<file path="config.mk">
export PLATFORM = sky130hd
export DESIGN_NAME = lcd_dbi_receiver_flat
export DESIGN_NICKNAME = d
export VERILOG_FILES = /design/src/rtl/lcd_dbi_pkg.sv /design/src/rtl/lcd_dbi_receiver_if.sv /design/src/rtl/lcd_bus_sync.sv /design/src/rtl/lcd_dbi_receiver.sv /design/src/flat_wrapper.sv
export SDC_FILE = /design/constraint.sdc
export NUM_CORES = 1
export LEC_CHECK = 0
export ABC_AREA = 1
export CAP_MARGIN = 15
export CORE_MARGIN = 3
export CORE_UTILIZATION = 35
export DETAILED_ROUTE_END_ITERATION = 8
export DONT_BUFFER_PORTS = 1
export HOLD_SLACK_MARGIN = 0.15
export MAX_ROUTING_LAYER = met4
export SYNTH_ARGS = -nofsm -noshare
export SYNTH_HDL_FRONTEND = slang
export SYNTH_HIERARCHICAL = 1
export SYNTH_SLANG_ARGS = --single-unit
export TNS_END_PERCENT = 10
</file>
<file path="constraint.sdc">
create_clock -name i_clk -period 1.6 [get_ports i_clk]
set_clock_uncertainty 0.05 [all_clocks]
set_input_delay 0.48 -clock i_clk [delete_from_list [all_inputs] [get_ports i_clk]]
set_output_delay 0.48 -clock i_clk [all_outputs]
set_load 0.01 [all_outputs]
</file>
<file path="src/rtl/lcd_dbi_pkg.sv">
// lcd_dbi_pkg: DCS command codes and classifier state encoding for the DBI type B receiver.
package lcd_dbi_pkg;
    localparam logic [7:0] SWRESET = 8'h01;
    localparam logic [7:0] CASET   = 8'h2A;
    localparam logic [7:0] PASET   = 8'h2B;
    localparam logic [7:0] RAMWR   = 8'h2C;
    localparam logic [7:0] RAMWRC  = 8'h3C;

    localparam logic [1:0] IDLE   = 2'd0;
    localparam logic [1:0] PARAM  = 2'd1;
    localparam logic [1:0] PIX_HI = 2'd2;
    localparam logic [1:0] PIX_LO = 2'd3;
endpackage

</file>
<file path="src/rtl/lcd_dbi_receiver_if.sv">
// lcd_dbi_receiver_if: 8080 bus pins from the host plus the latch strobes toward framebuffer_writer.
interface lcd_dbi_receiver_if;
    logic        lcd_cs_n;
    logic        lcd_wr_n;
    logic        lcd_rs;
    logic [7:0]  lcd_d;
    logic [7:0]  command;
    logic        command_latch;
    logic [7:0]  param;
    logic        param_latch;
    logic [15:0] rgb565;
    logic        rgb565_latch;
    logic        pixel_drop;

    modport slave (
        input  lcd_cs_n, lcd_wr_n, lcd_rs, lcd_d,
        output command, command_latch, param, param_latch, rgb565, rgb565_latch, pixel_drop
    );
    modport master (
        output lcd_cs_n, lcd_wr_n, lcd_rs, lcd_d,
        input  command, command_latch, param, param_latch, rgb565, rgb565_latch, pixel_drop
    );
endinterface

</file>
<file path="src/rtl/lcd_bus_sync.sv">
// lcd_bus_sync: synchronises the 11 bus pins and emits registered byte and CS-release events.
module lcd_bus_sync #(
    parameter int SYNC_STAGES = 2
) (
    input  logic       i_clk,
    input  logic       i_rst_n,
    input  logic       cs_n,
    input  logic       wr_n,
    input  logic       rs,
    input  logic [7:0] d,
    output logic       byte_valid,
    output logic       byte_rs,
    output logic [7:0] byte_data,
    output logic       cs_release
);
    // cs_n and wr_n reset high so an idle bus produces no edge when reset is released
    localparam logic [10:0] RST_V = 11'h600;
    logic [SYNC_STAGES-1:0][10:0] sync;
    logic [10:0] last;
    logic wr_prev, cs_prev;
    assign last = sync[SYNC_STAGES-1];
    always_ff @(posedge i_clk or negedge i_rst_n) begin
        if (!i_rst_n) begin
            sync       <= {SYNC_STAGES{RST_V}};
            wr_prev    <= 1'b1;
            cs_prev    <= 1'b1;
            byte_valid <= 1'b0;
            byte_rs    <= 1'b0;
            byte_data  <= 8'h00;
            cs_release <= 1'b0;
        end else begin
            sync       <= {sync[SYNC_STAGES-2:0], {cs_n, wr_n, rs, d}};
            wr_prev    <= last[9];
            cs_prev    <= last[10];
            byte_valid <= !wr_prev && last[9] && !last[10];
            byte_rs    <= last[8];
            byte_data  <= last[7:0];
            cs_release <= !cs_prev && last[10];
        end
    end
endmodule

</file>
<file path="src/rtl/lcd_dbi_receiver.sv">
// lcd_dbi_receiver: classifies synchronised bus bytes into commands, parameters and RGB565 pixels.
module lcd_dbi_receiver
    import lcd_dbi_pkg::*;
#(
    parameter int         SYNC_STAGES    = 2,
    parameter logic [7:0] PIXEL_CMD      = RAMWR,
    parameter logic [7:0] PIXEL_CONT_CMD = RAMWRC
) (
    input logic               i_clk,
    input logic               i_rst_n,
    lcd_dbi_receiver_if.slave bus
);
    logic       byte_valid, byte_rs, cs_release;
    logic [7:0] byte_data;
    logic [1:0] state;
    logic [7:0] hi, command, param;
    logic [15:0] rgb565;
    logic command_latch, param_latch, rgb565_latch, pixel_drop;

    lcd_bus_sync #(.SYNC_STAGES(SYNC_STAGES)) u_sync (
        .i_clk      (i_clk),
        .i_rst_n    (i_rst_n),
        .cs_n       (bus.lcd_cs_n),
        .wr_n       (bus.lcd_wr_n),
        .rs         (bus.lcd_rs),
        .d          (bus.lcd_d),
        .byte_valid (byte_valid),
        .byte_rs    (byte_rs),
        .byte_data  (byte_data),
        .cs_release (cs_release)
    );

    always_ff @(posedge i_clk or negedge i_rst_n) begin
        if (!i_rst_n) begin
            state         <= IDLE;
            hi            <= 8'h00;
            command       <= 8'h00;
            param         <= 8'h00;
            rgb565        <= 16'h0000;
            command_latch <= 1'b0;
            param_latch   <= 1'b0;
            rgb565_latch  <= 1'b0;
            pixel_drop    <= 1'b0;
        end else begin
            command_latch <= 1'b0;
            param_latch   <= 1'b0;
            rgb565_latch  <= 1'b0;
            pixel_drop    <= 1'b0;
            if (byte_valid && !byte_rs) begin
                command       <= byte_data;
                command_latch <= 1'b1;
                pixel_drop    <= state == PIX_LO;
                state         <= (byte_data == PIXEL_CMD || byte_data == PIXEL_CONT_CMD) ? PIX_HI : PARAM;
            end else if (byte_valid && state == PARAM) begin
                param       <= byte_data;
                param_latch <= 1'b1;
            end else if (byte_valid && state == PIX_HI) begin
                hi    <= byte_data;
                state <= PIX_LO;
            end else if (byte_valid && state == PIX_LO) begin
                rgb565       <= {hi, byte_data};
                rgb565_latch <= 1'b1;
                state        <= PIX_HI;
            end else if (cs_release && state == PIX_LO) begin
                // half pixel is lost but the stream mode survives the CS gap
                pixel_drop <= 1'b1;
                state      <= PIX_HI;
            end
        end
    end

    assign bus.command       = command;
    assign bus.command_latch = command_latch;
    assign bus.param         = param;
    assign bus.param_latch   = param_latch;
    assign bus.rgb565        = rgb565;
    assign bus.rgb565_latch  = rgb565_latch;
    assign bus.pixel_drop    = pixel_drop;
endmodule

</file>
<file path="src/flat_wrapper.sv">
// flat-port wrapper written by rule: the top's interface ports become plain ports
module lcd_dbi_receiver_flat import lcd_dbi_pkg::*;
#(
    parameter int         SYNC_STAGES    = 2,
    parameter logic [7:0] PIXEL_CMD      = RAMWR,
    parameter logic [7:0] PIXEL_CONT_CMD = RAMWRC
)
  (i_clk, i_rst_n, bus_lcd_cs_n, bus_lcd_wr_n, bus_lcd_rs, bus_lcd_d, bus_command, bus_command_latch, bus_param, bus_param_latch, bus_rgb565, bus_rgb565_latch, bus_pixel_drop);
  lcd_dbi_receiver_if bus_i ();
  input logic i_clk;
  input logic i_rst_n;
  input wire logic [$bits(bus_i.lcd_cs_n)-1:0] bus_lcd_cs_n;
  input wire logic [$bits(bus_i.lcd_wr_n)-1:0] bus_lcd_wr_n;
  input wire logic [$bits(bus_i.lcd_rs)-1:0] bus_lcd_rs;
  input wire logic [$bits(bus_i.lcd_d)-1:0] bus_lcd_d;
  output wire logic [$bits(bus_i.command)-1:0] bus_command;
  output wire logic [$bits(bus_i.command_latch)-1:0] bus_command_latch;
  output wire logic [$bits(bus_i.param)-1:0] bus_param;
  output wire logic [$bits(bus_i.param_latch)-1:0] bus_param_latch;
  output wire logic [$bits(bus_i.rgb565)-1:0] bus_rgb565;
  output wire logic [$bits(bus_i.rgb565_latch)-1:0] bus_rgb565_latch;
  output wire logic [$bits(bus_i.pixel_drop)-1:0] bus_pixel_drop;
  assign bus_i.lcd_cs_n = bus_lcd_cs_n;
  assign bus_i.lcd_wr_n = bus_lcd_wr_n;
  assign bus_i.lcd_rs = bus_lcd_rs;
  assign bus_i.lcd_d = bus_lcd_d;
  assign bus_command = bus_i.command;
  assign bus_command_latch = bus_i.command_latch;
  assign bus_param = bus_i.param;
  assign bus_param_latch = bus_i.param_latch;
  assign bus_rgb565 = bus_i.rgb565;
  assign bus_rgb565_latch = bus_i.rgb565_latch;
  assign bus_pixel_drop = bus_i.pixel_drop;
  lcd_dbi_receiver #(.SYNC_STAGES(SYNC_STAGES), .PIXEL_CMD(PIXEL_CMD), .PIXEL_CONT_CMD(PIXEL_CONT_CMD)) u_core (.i_clk(i_clk), .i_rst_n(i_rst_n), .bus(bus_i));
endmodule
</file>
[Word level (Yosys, flattened, before mapping)]
Cells that the tools add are included.
Storage, ports and cells
  flip-flop bits (word level): 81
  input bits: 13
  output and inout bits: 36
  word-level logic and storage cells: 62
Cells by class
  equality and inequality tests: 6
  multiplexer cells: 18
  bitwise gates (word level): 3
  reductions and logical operators: 18
Operators by type and width (count)
  8-bit by 6-bit == test with 1-bit output (second input constant): 2
  1-bit two-way mux: 12
  2-bit two-way mux: 6
  1-bit logical AND: 8
  2-bit == test (second input constant): 2
  1-bit zero test: 4
  2-bit AND reduction: 2
  4-bit AND reduction: 1
  4-bit nonzero test: 1
  1-bit inverter: 3
  3-bit AND reduction: 1
  2-bit by 1-bit == test with 1-bit output (second input constant): 1
  2-bit by 1-bit inequality test with 1-bit output (second input constant): 1
  1-bit logical OR: 1

[Longest topological paths before layout]
  depth in word-level cells: 7
  gate-level depth with buffers: 7
  depth with buffers taken out: 7

[Modules after synthesis]
The synthesis kept the hierarchy.
By module, submodules not included
  lcd_dbi_receiver: instances 1, cells an instance 177, area an instance 1800.5 um2, seq. area each 1151.1 um2
  lcd_bus_sync: instances 1, cells an instance 39, area an instance 903.4 um2, seq. area each 883.3 um2

[Least setup slack after synthesis]
Ideal clock, no wire load.
  path type: flip-flop to flip-flop
  from: register u_core.state[0]
  to: register u_core.rgb565[10], in the netlist u_core/bus.rgb565[10]
  library setup time: 0.117 ns
  arrival time: 0.967 ns
  data required time: 1.433 ns
  path slack: 0.465 ns
  stages on the path, launching flop included: 7
  path buffers: 0
  period minus slack after synthesis: 1.135 ns
  path through: dfrtp_1 > nand2_1 > nor2_2 > nand2_2 > clkinv_1 > nand2_1 > nand2_1
Between the ends
  longest elaborated chain between the ends: 4
  elaborated cells on any way between the ends: 9
  those cells by class: 3 x eq/ne; 2 x bitwise; 4 x reduce/logical
RTL lines
  start: declaration: RTL line lcd_dbi_receiver.sv:15  | logic [1:0] state;
  start signal: assignment: RTL line lcd_dbi_receiver.sv:53  | state <= (byte_data == PIXEL_CMD || byte_data == PIXEL_CONT_CMD) ? PIX_HI : PARAM;
  2-bit by 1-bit == test with 1-bit output / 2-bit == test (equally long branches): RTL line lcd_dbi_receiver.sv:54, lcd_dbi_receiver.sv:57
  1-bit logical AND (on tied branches): RTL line lcd_dbi_receiver.sv:54, lcd_dbi_receiver.sv:57
  1-bit inverter (no source line)
  4-bit AND reduction (no source line) *
  end signal: assignment: RTL line lcd_dbi_receiver.sv:61  | rgb565 <= {hi, byte_data};
  end: declaration: RTL line lcd_dbi_receiver.sv:17  | logic [15:0] rgb565;
Mark *: on every way between the ends. The rest lies on a longest branch, timed or not.
A chain may end at the register's enable or synchronous reset.

[Final worst setup path]
  from: register u_core.state[1]
  to: register u_core.hi[0]
Between the ends
  longest elaborated chain between the ends: 4
  elaborated cells on any way between the ends: 6
  those cells by class: 2 x eq/ne; 1 x bitwise; 3 x reduce/logical
RTL lines
  2-bit by 1-bit == test with 1-bit output: RTL line lcd_dbi_receiver.sv:54  | end else if (byte_valid && state == PARAM) begin
  1-bit logical AND: RTL line lcd_dbi_receiver.sv:54
  1-bit inverter (no source line)
  3-bit AND reduction (no source line) *
  end signal: assignment: RTL line lcd_dbi_receiver.sv:58  | hi <= byte_data;
  end: declaration: RTL line lcd_dbi_receiver.sv:16  | logic [7:0] hi, command, param;
Marks and branches as above.

==> flow_summary.yaml <==
layout:
  n_antenna_cell: 0
  fin_nets: 247
  syn2layout_area_growth_pct: 13.98
  fillers: 712
  drive_above_1_share_pct: 19.25
  fin_cells: 338
pwr:
  p_switching_mw: 1.351
  sequentialPowerShare_pct: 61.1
  leakagePower_nw: 1.487
  p_per_area_mw_per_mm2: 1520
  switching_share_pct: 28.83
  p_int_mw: 3.334
  clkPwrFrac_pct: 28.6
  ir_worst_vdd_uv: 653.3
  p_comb_share_pct: 10.2
synthesis:
  ys_ff_latch: 81
  syn_inst: 216
  synth_area_mm2: 0.002704
  synth-seq-area-share_pct: 75.24
  synth_area_per_cell_um2: 12.52
  ys_types: 17
  ys_warn_count: 6
  synth_fp_nets: 229
route:
  routedWlPerCell_um: 13.65
  dr.pass1.iters: 4
  via_per_inst: 4.358
  drt_wl_total_um: 4614
  antenna_left: 0
  vias: 1473
  first_iter_violations: 84
  drc_errors: 0
sta:
  worstMarginPinSlew_ns: 0.4032
  fmax_ghz: 0.7542
  hold_viol: 81
  holdWs_ns: -0.2274
  finalSetupViolations: 0
  timing.setup.tns_ns: 0
  period_share_pct: 82.87
  rsz0062_at_grt: "no"
  min_period_ns: 1.326
  maxSlewHeadroom_pct: 73.03
  report.final.slew_viol_count: 0
worst_setup_path:
  worstRegToRegCells: 5
  critPathLaunchType: "register"
  critPathArrivalTime_ns: 1.50
  cp_max_fo: 17
  reg2reg_to: "u_core/hi[0]"
  r2r_setup_slack_ns: 0.27
  required_ns: 1.78
  critPathCaptureType: "register"
  reg2reg_from: "u_core/state[1]"
  critical_path_class: "register to register"
clocking:
  cts_setup_buffers: 0
  insertion_delay_ns: 0.34
  clock-root-buffer: "clkbuf_8"
  clk_pin_slew_ns: 0.08
  hold_buffers: 11
  cts_buffers: 9
  cts_tree: "built"
  ctsResizeCount: 0
  cts.sinks: 81
  htreeDepth: 3
  clk_path_buf_depth: 2
die:
  die_area_mm2: 0.008816
  fp.coreArea_mm2: 0.007370
  die_w_um: 93.90
  rows: 31
  start_util_pct: 36.69
  ios: 49
  die_h_um: 93.90
grt:
  track_usage_pct: 12.02
  antenna_found_initial: 0
  grt_pass1_vias: 1520
  overflow: 0
  grt_pass1_wl_um: 7569
  grt_max_degree: 82
placement:
  routabilityCongestion: 0.7576
  dp_cells: 311
  io_buffers: 0
  dp_hpwl_um: 2940
run:
  cap_violations: 0
outcome:
  violations: "negative hold slack"
  outcome: "finished with violations"
worst_hold_path:
  min_path_type: "input pin to async pin"
-- cell families after synthesis --
family | synth area share, %
compound gates | 8.376
simple gates | 12.40
buf+inv | 3.979
flops | 75.24
-- routing by layer --
layer  vias up  track usage [%]  routed length (um)
met5         -                -                   0
met4         0            5.415                  79
met3         7            5.929                 376
met2        47            16.85                2057
met1       699            14.60                2101
li1        720                -                   -
-- flip-flops by register name (all words and copies together), names as in the netlist --
register and flops:
u_core/u_sync/last 11, u_core/u_sync/byte_rs 1, u_core/bus.param_latch 1, u_core/u_sync/cs_prev 1, u_core/bus.command_latch 1, u_core/u_sync/byte_data 8, u_core/u_sync/cs_release 1, u_core/bus.command 8
u_core/u_sync/byte_valid 1, u_core/hi 8, u_core/u_sync/wr_prev 1, u_core/bus.pixel_drop 1, u_core/state 2, u_core/bus.rgb565_latch 1, u_core/bus.param 8, u_core/u_sync/sync 11
u_core/bus.rgb565 16
-- area by class of cell --
cell class                 instances  area [um^2]  share of cell area (%)
clock buffer                      12        155.1                   5.035
clock inverter                     4        28.78                  0.9338
inverter                          14        52.55                   1.705
multi-input combinational        115        561.8                   18.23
sequential                        81         2034                   66.02
tap                               99        123.9                   4.019
timing repair buffer              13        125.1                   4.060
-- through the flow --
step | worst slack, ns | utilization (%) | power (mW) | cell area, um^2
after floorplan | 0.4651 | - | 3.220 | 2704
after global placement | 0.3104 | 37.83 | 3.348 | 2788
after detailed placement | 0.3131 | 37.83 | 3.379 | 2788
after CTS | 0.2610 | 41.82 | 4.770 | 3082
after global routing | 0.1599 | 41.82 | 4.971 | 3082
final | 0.2741 | 41.82 | 4.685 | 3082
-- layout by cell type, fill, tap and decap left out, drive strengths merged --
cell         Yosys  routed
clkinvlp         0       2
dfstp            6       6
clkinv           1       3
o22ai            1       1
nand2           69      69
nand4            2       2
dlygate4sd3      0      11
clkbuf           0      12
nor2             7       7
dfrtp           75      75
o21ai           32      32
buf              6       2
nand3            4       4
inv             13      13
-- worst max-delay path by stage --
stage / from / to / slack (ns) / cells past startpoint
6_report: u_core/state[1] / u_core/hi[0] / 0.27 / 5
5_1_grt: u_core/u_sync/byte_valid / u_core/bus.param[1] / 0.16 / 4
4_1_cts: u_core/bus.command[7] / bus_command[7] / 0.26 / 0
3_5_place_dp: u_core/state[1] / u_core/hi[2] / 0.31 / 5
3_3_place_gp: u_core/state[0] / u_core/bus.rgb565[9] / 0.31 / 6
2_1_floorplan: u_core/state[0] / u_core/bus.rgb565[10] / 0.47 / 6
-- power by group through the flow --
stage | registers (mW) | clock network [mW] | logic [mW]
after floorplan | 2.81 | 0 | 0.410
after global placement | 2.90 | 0 | 0.443
after detailed placement | 2.91 | 0 | 0.465
after CTS | 2.88 | 1.41 | 0.487
after global routing | 2.92 | 1.48 | 0.574
final | 2.86 | 1.34 | 0.480
-- Yosys cell counts, drive strengths merged --
library cell | n | area, um^2
dfrtp | 75 | 1877
inv | 13 | 48.79
dfstp | 6 | 157.7
nor2 | 7 | 31.28
clkinv | 1 | 3.750
o22ai | 1 | 6.260
nand3 | 4 | 25.02
nand2 | 69 | 266.5
nand4 | 2 | 12.51
o21ai | 32 | 220.2
buf | 6 | 55.05
-- worst max-delay path, cell delays in order, from the launching register on --
cell     delay [ns]
dfrtp_1        0.42
nand2_1        0.12
nor2_1         0.13
nand2_2        0.25
nand2_1        0.17
o21ai_2        0.06
(Power assumes the default switching activity.)
